==> src/rtl/ps2_pkg.sv <==
// ps2_pkg: shared receiver state encoding and frame/entry constants.
package ps2_pkg;
    typedef enum logic [1:0] {IDLE, DATA, PARITY, STOP} ps2_state_e;
    localparam logic [7:0] PS2_EXT_PREFIX = 8'hE0;
    localparam logic [7:0] PS2_BRK_PREFIX = 8'hF0;
    localparam int PS2_ENTRY_W = 10;
endpackage

==> src/rtl/ps2_sync_fifo.sv <==
// ps2_sync_fifo: first-word-fall-through FIFO with explicit occupancy count.
// A pop is ignored while empty; a push is accepted while full only alongside a pop.
module ps2_sync_fifo #(
    parameter int DEPTH_LOG2 = 3,
    parameter int WIDTH = 10
) (
    input  logic                  clk,
    input  logic                  rst,
    input  logic                  push,
    input  logic                  pop,
    input  logic [WIDTH-1:0]      wdata,
    output logic [WIDTH-1:0]      rdata,
    output logic                  full,
    output logic                  empty,
    output logic [DEPTH_LOG2:0]   count
);
    localparam int DEPTH = 2 ** DEPTH_LOG2;
    localparam int CW = DEPTH_LOG2 + 1;
    logic [WIDTH-1:0] mem_q [DEPTH];
    logic [WIDTH-1:0] mem_d [DEPTH];
    logic [DEPTH_LOG2-1:0] wr_q, wr_d, rd_q, rd_d;
    logic [CW-1:0] cnt_q, cnt_d;
    logic do_push, do_pop;
    assign empty = cnt_q == '0;
    assign full = cnt_q == CW'(DEPTH);
    assign do_pop = pop && !empty;
    assign do_push = push && (!full || do_pop);
    assign rdata = mem_q[rd_q];
    assign count = cnt_q;
    always_comb begin
        mem_d = mem_q;
        wr_d = wr_q + DEPTH_LOG2'(do_push);
        rd_d = rd_q + DEPTH_LOG2'(do_pop);
        cnt_d = cnt_q + CW'(do_push) - CW'(do_pop);
        if (do_push) mem_d[wr_q] = wdata;
    end
    always_ff @(posedge clk or posedge rst) begin
        if (rst) begin
            for (int i = 0; i < DEPTH; i++) mem_q[i] <= '0;
            wr_q <= '0;
            rd_q <= '0;
            cnt_q <= '0;
        end else begin
            mem_q <= mem_d;
            wr_q <= wr_d;
            rd_q <= rd_d;
            cnt_q <= cnt_d;
        end
    end
endmodule

==> src/rtl/ps2_rx_fifo.sv <==
// ps2_rx_fifo: PS/2 device-to-host receiver feeding a FWFT byte FIFO with sticky errors.
// Define PS2_RX_BREAK_DECODE_EN to fold E0/F0 prefixes into the ext/brk bits of the next entry.
module ps2_rx_fifo
    import ps2_pkg::*;
#(
    parameter int DEPTH_LOG2 = 3,
    parameter int SYNC_STAGES = 3,
    parameter int TIMEOUT_CYCLES = 50000
) (
    input  logic                  clk,
    input  logic                  rst,
    input  logic                  ps2_clk,
    input  logic                  ps2_data,
    input  logic                  read_enable,
    input  logic                  err_clr,
    output logic [9:0]            data,
    output logic                  ready,
    output logic [DEPTH_LOG2:0]   count,
    output logic                  overflow,
    output logic                  parity_err,
    output logic                  frame_err
);
    localparam int TW = $clog2(TIMEOUT_CYCLES + 1);
    logic [SYNC_STAGES-1:0] ck_q, ck_d, dt_q, dt_d;
    logic clk_s, data_s, prev_q, prev_d, strobe;
    ps2_state_e state_q, state_d;
    logic [2:0] idx_q, idx_d;
    logic [7:0] shift_q, shift_d;
    logic par_q, par_d;
    logic [TW-1:0] tmo_q, tmo_d;
    logic ovf_q, ovf_d, pe_q, pe_d, fe_q, fe_d;
    logic byte_ok, fe_evt, pe_evt, push, full, empty, drop;
    logic [PS2_ENTRY_W-1:0] wdata;
    assign clk_s = ck_q[SYNC_STAGES-1];
    assign data_s = dt_q[SYNC_STAGES-1];
    assign strobe = prev_q && !clk_s;
    always_comb begin
        ck_d = {ck_q[SYNC_STAGES-2:0], ps2_clk};
        dt_d = {dt_q[SYNC_STAGES-2:0], ps2_data};
        prev_d = clk_s;
        state_d = state_q;
        idx_d = idx_q;
        shift_d = shift_q;
        par_d = par_q;
        tmo_d = '0;
        byte_ok = 1'b0;
        fe_evt = 1'b0;
        pe_evt = 1'b0;
        if (state_q != IDLE) tmo_d = strobe ? '0 : tmo_q + 1'b1;
        if (state_q != IDLE && tmo_q == TW'(TIMEOUT_CYCLES)) begin
            state_d = IDLE;
            tmo_d = '0;
            fe_evt = 1'b1;
        end else if (strobe) begin
            case (state_q)
                IDLE: begin
                    fe_evt = data_s;
                    state_d = data_s ? IDLE : DATA;
                    idx_d = '0;
                end
                DATA: begin
                    shift_d = {data_s, shift_q[7:1]};
                    idx_d = idx_q + 1'b1;
                    state_d = idx_q == 3'd7 ? PARITY : DATA;
                end
                PARITY: begin
                    par_d = data_s;
                    state_d = STOP;
                end
                default: begin
                    state_d = IDLE;
                    fe_evt = !data_s;
                    pe_evt = !(^{shift_q, par_q});
                    byte_ok = data_s && (^{shift_q, par_q});
                end
            endcase
        end
    end
`ifdef PS2_RX_BREAK_DECODE_EN
    logic ext_q, ext_d, brk_q, brk_d;
    always_comb begin
        ext_d = ext_q;
        brk_d = brk_q;
        push = 1'b0;
        if (fe_evt || pe_evt) begin
            ext_d = 1'b0;
            brk_d = 1'b0;
        end else if (byte_ok) begin
            if (shift_q == PS2_EXT_PREFIX) ext_d = 1'b1;
            else if (shift_q == PS2_BRK_PREFIX) brk_d = 1'b1;
            else begin
                push = 1'b1;
                ext_d = 1'b0;
                brk_d = 1'b0;
            end
        end
    end
    assign wdata = {ext_q, brk_q, shift_q};
    always_ff @(posedge clk or posedge rst) begin
        if (rst) begin
            ext_q <= 1'b0;
            brk_q <= 1'b0;
        end else begin
            ext_q <= ext_d;
            brk_q <= brk_d;
        end
    end
`else
    assign push = byte_ok;
    assign wdata = {2'b00, shift_q};
`endif
    // a byte is lost only when full and no pop can free a slot this cycle
    assign drop = push && full && !(read_enable && !empty);
    always_comb begin
        ovf_d = (ovf_q && !err_clr) || drop;
        pe_d = (pe_q && !err_clr) || pe_evt;
        fe_d = (fe_q && !err_clr) || fe_evt;
    end
    always_ff @(posedge clk or posedge rst) begin
        if (rst) begin
            ck_q <= '1;
            dt_q <= '1;
            prev_q <= 1'b1;
            state_q <= IDLE;
            idx_q <= '0;
            shift_q <= '0;
            par_q <= 1'b0;
            tmo_q <= '0;
            ovf_q <= 1'b0;
            pe_q <= 1'b0;
            fe_q <= 1'b0;
        end else begin
            ck_q <= ck_d;
            dt_q <= dt_d;
            prev_q <= prev_d;
            state_q <= state_d;
            idx_q <= idx_d;
            shift_q <= shift_d;
            par_q <= par_d;
            tmo_q <= tmo_d;
            ovf_q <= ovf_d;
            pe_q <= pe_d;
            fe_q <= fe_d;
        end
    end
    ps2_sync_fifo #(.DEPTH_LOG2(DEPTH_LOG2), .WIDTH(PS2_ENTRY_W)) u_fifo (
        .clk(clk),
        .rst(rst),
        .push(push),
        .pop(read_enable),
        .wdata(wdata),
        .rdata(data),
        .full(full),
        .empty(empty),
        .count(count)
    );
    assign ready = !empty;
    assign overflow = ovf_q;
    assign parity_err = pe_q;
    assign frame_err = fe_q;
endmodule
==> config.mk <==
export PLATFORM = sky130hd
export DESIGN_NAME = ps2_rx_fifo
export DESIGN_NICKNAME = d
export VERILOG_FILES = /design/src/rtl/ps2_pkg.sv /design/src/rtl/ps2_sync_fifo.sv /design/src/rtl/ps2_rx_fifo.sv
export SDC_FILE = /design/constraint.sdc
export NUM_CORES = 1
export LEC_CHECK = 0
export CORE_AREA = 5 5 153 155
export CTS_CLUSTER_DIAMETER = 80
export DETAILED_ROUTE_END_ITERATION = 16
export DIE_AREA = 0 0 158 160
export PLACE_DENSITY = 0.39
export SETUP_SLACK_MARGIN = 0.02
export SYNTH_ARGS = -nofsm -noshare
export SYNTH_HDL_FRONTEND = slang
export SYNTH_SLANG_ARGS = --single-unit
==> constraint.sdc <==
create_clock -name clk -period 3.9 [get_ports clk]
set_input_delay 0.78 -clock clk [delete_from_list [all_inputs] [get_ports clk]]
set_output_delay 0.78 -clock clk [all_outputs]
set_load 0.005 [all_outputs]
==> flow_metrics.py <==
metrics = {
    "setup_path": {
        "slowest_stage": "mux4_2",
        "crit_fanout": 15,
        "criticalPathCategory": "flip-flop to output port",
        "slowest_delay_ps": 540,
        "cp.buffers_inverters": 2,
        "critPathRequiredTime_ps": 3120,
        "path_cells": "buf_4 -> mux4_2 -> mux2_2 -> clkdlybuf4s50_1",
        "rr_startpoint": "tmo_q[3]",
        "startpoint": "u_fifo.rd_q[1]",
        "arrival_ps": 2470,
        "endpoint_kind": "output port",
        "worstSetupStartpointType": "flip-flop",
        "critical_path.top_delay_family": "multiplexers",
    },
    "cells_and_area": {
        "drive_gt1_frac": 0.3592,
        "multi_input_area_um2": 2392,
        "syn2layout_area_growth_pct": 20.96,
        "nFillCells": 2166,
        "fin_cells": 706,
        "antennaDiodeCount": 0,
        "finalNetCount": 434,
        "regArea_um2": 2861,
    },
    "pwr": {
        "p_per_area_nw_per_um2": 648.9,
        "ir_worst_vdd_v": 0.0003553,
        "power_mw": 4.240,
        "p_leak_nw": 2.992,
    },
    "synthesis": {
        "synth.avg_cell_area_um2": 13.85,
        "yosys_register_bits": 114,
        "yosysSeqAreaShare": 0.5298,
        "syn_inst": 390,
        "synth.most_common_cell": "dfrtp_1",
        "synth_edf_count": 0,
        "yosys.area.top_type": "dfrtp_1",
        "syn_area_um2": 5401,
        "synthTopCellsByArea": "dfrtp_1, mux2_2, mux4_2",
        "ys_types": 46,
        "yosys_warnings": 0,
        "ys_async_sr_fraction": 1.000,
        "synth-main-ff-cell": "dfrtp_1",
        "synth_top_area_frac": 0.4957,
        "synth_common_cells": "dfrtp_1, mux2_2, nor2_1",
    },
    "grt": {
        "grt-ovfl-total": 0,
        "grt_max_degree": 79,
        "grt_pass1_vias": 3415,
        "grt_pass1_wl_um": 19490,
        "grt_util_all_layers": 0.1010,
        "antenna_found_initial": 0,
    },
    "die": {
        "dieHeight_um": 160,
        "ioPinCount": 24,
        "die_area_um2": 25280,
        "start_util": 0.2490,
        "die_x_um": 158,
        "core_um2": 21690,
        "fp-row-count": 54,
    },
    "clock_network": {
        "cts_tree": "yes",
        "cts_buffers": 17,
        "clock-sinks": 114,
        "post_cts_resize_count": 0,
        "cts-htree-levels": 4,
        "cts.path.max_buffers": 2,
        "cts_hold_buf": 0,
        "cts_root_buf": "clkbuf_16",
        "post_cts_buffers": 0,
        "clkLatencyLatePin_ps": 400,
        "path_clk_slew_ps": 50,
    },
    "detailed_routing": {
        "ant_nets": 0,
        "vias_per_cell": 4.381,
        "num_vias": 3093,
        "drt_iter0_drc": 108,
        "drcViolationCount": 0,
        "first_pass_iters": 4,
        "wirelength_um": 11820,
        "routedWlPerCell_um": 16.74,
    },
    "timing": {
        "setup_tns_ps": 0,
        "clock_skew_ps": 10.06,
        "fin_crit_ps": 3254,
        "drv_slew": 0,
        "setup_viol_count_final": 0,
        "rsz0062_at_grt": "false",
        "finalHoldViolCount": 0,
        "slew_headroom": 0.4956,
        "hold_ws_ps": 354.9,
        "fmax_mhz": 307.3,
        "layout_setup_ws_ps": 645.9,
        "worst_pin_slew_ps": 753.3,
        "finalCritPeriodShare": 0.8344,
    },
    "place": {
        "hpwl_um": 7559,
        "gp_congestion": 0.6875,
        "port_buffers": 21,
        "dp.cells": 674,
        "pre_cts_ws_ps": 832.6,
    },
    "run": {
        "max_cap_violations": 0,
    },
    "worst_hold_path": {
        "hold_class": "flip-flop to flip-flop",
        "min-delay-start": "dt_q[0]",
    },
    "status": {
        "status": "completed",
    },
}
## cell families (layout without fill, tap and decap cells)
group           count (synthesis)  count (layout)  share of synthesized area
mux                           101             101                     0.2435
xor+xnor                       25              25                    0.04656
simple gates                   82              82                    0.09798
other cells                     1               2                  0.0006943
compound gates                 11              11                    0.01390
fa+ha+maj                      15              15                    0.03614
buf+inv                        41              76                    0.03150
flops                         114             114                     0.5298
## cell type report
class | count | share of cell area
Inverter | 15 | 0.009000
Clock inverter | 5 | 0.01149
Multi-Input combinational cell | 236 | 0.3661
Timing Repair Buffer | 29 | 0.04328
Clock buffer | 27 | 0.07851
Tap cell | 280 | 0.05362
Sequential cell | 114 | 0.4380
## through the flow
step,area (um2),util
3_5_place_dp,5946,0.2741
6_report,6534,0.3013
5_1_grt,6534,0.3013
4_1_cts,6534,0.3013
3_3_place_gp,5946,0.2741
2_1_floorplan,5405,-
## path summary, 6_finish.rpt
| check | depth (start not counted) | slack (ps) | endpoint |
|---|---|---|---|
| worst max-delay path | 4 | 650 | data[7] |
| worst min-delay path | 0 | 350 | dt_q[1] |
| worst max register to register | 9 | 1070 | u_fifo.count[2] |
| worst min register to register | 0 | 350 | dt_q[1] |
| max in group asynchronous | 3 | 2320 | dt_q[1] |
| min in group asynchronous | 2 | 770 | tmo_q[15] |
## power by group
| part | internal [mW] | switching [mW] | total [mW] |
|---|---|---|---|
| sequential | 1.33 | 0.248 | 1.57 |
| combinational | 0.578 | 0.553 | 1.13 |
| clock | 1.02 | 0.512 | 1.53 |
## sequential cells by signal, summed over array words and instances (netlist names), 2 cells and up
register and count:
u_fifo.mem_q 64, tmo_q 16, shift_q 8, u_fifo.count 4, ck_q 3, dt_q 3, idx_q 3, u_fifo.rd_q 3
u_fifo.wr_q 3, state_q 2
## routing by layer
layer	GRT usage	share of wire	up-vias	routed length, um
met1	0.1344	0.47	1612	5558
met3	0.02815	0.028	10	327
met5	0	0	-	0
li1	-	-	1438	-
met2	0.1585	0.49	33	5775
met4	0.03373	0.014	0	160
## layout by cell type (no fill, tap or decap), types with 3 or more instances in the layout
master           Yosys  final
dfrtp_1            107    107
mux2_2              83     83
clkdlybuf4s50_1      0     21
nor2_1              18     18
clkbuf_16            0     17
mux4_2              16     16
inv_1               15     14
ha_1                14     14
xor2_1              13     13
nand2_1             12     12
xnor2_1             10     10
nand3_1              7      7
nor2b_1              7      7
dfstp_2              7      7
buf_4                2      7
nand4_1              5      5
nor3_1               5      5
clkbuf_1            16      5
clkbuf_8             0      5
and2_1               3      3
nor4bb_2             0      3
a21oi_1              3      3
nand4b_2             3      3
clkinv_2             0      3
No activity file was read; power rests on OpenSTA's default activity.
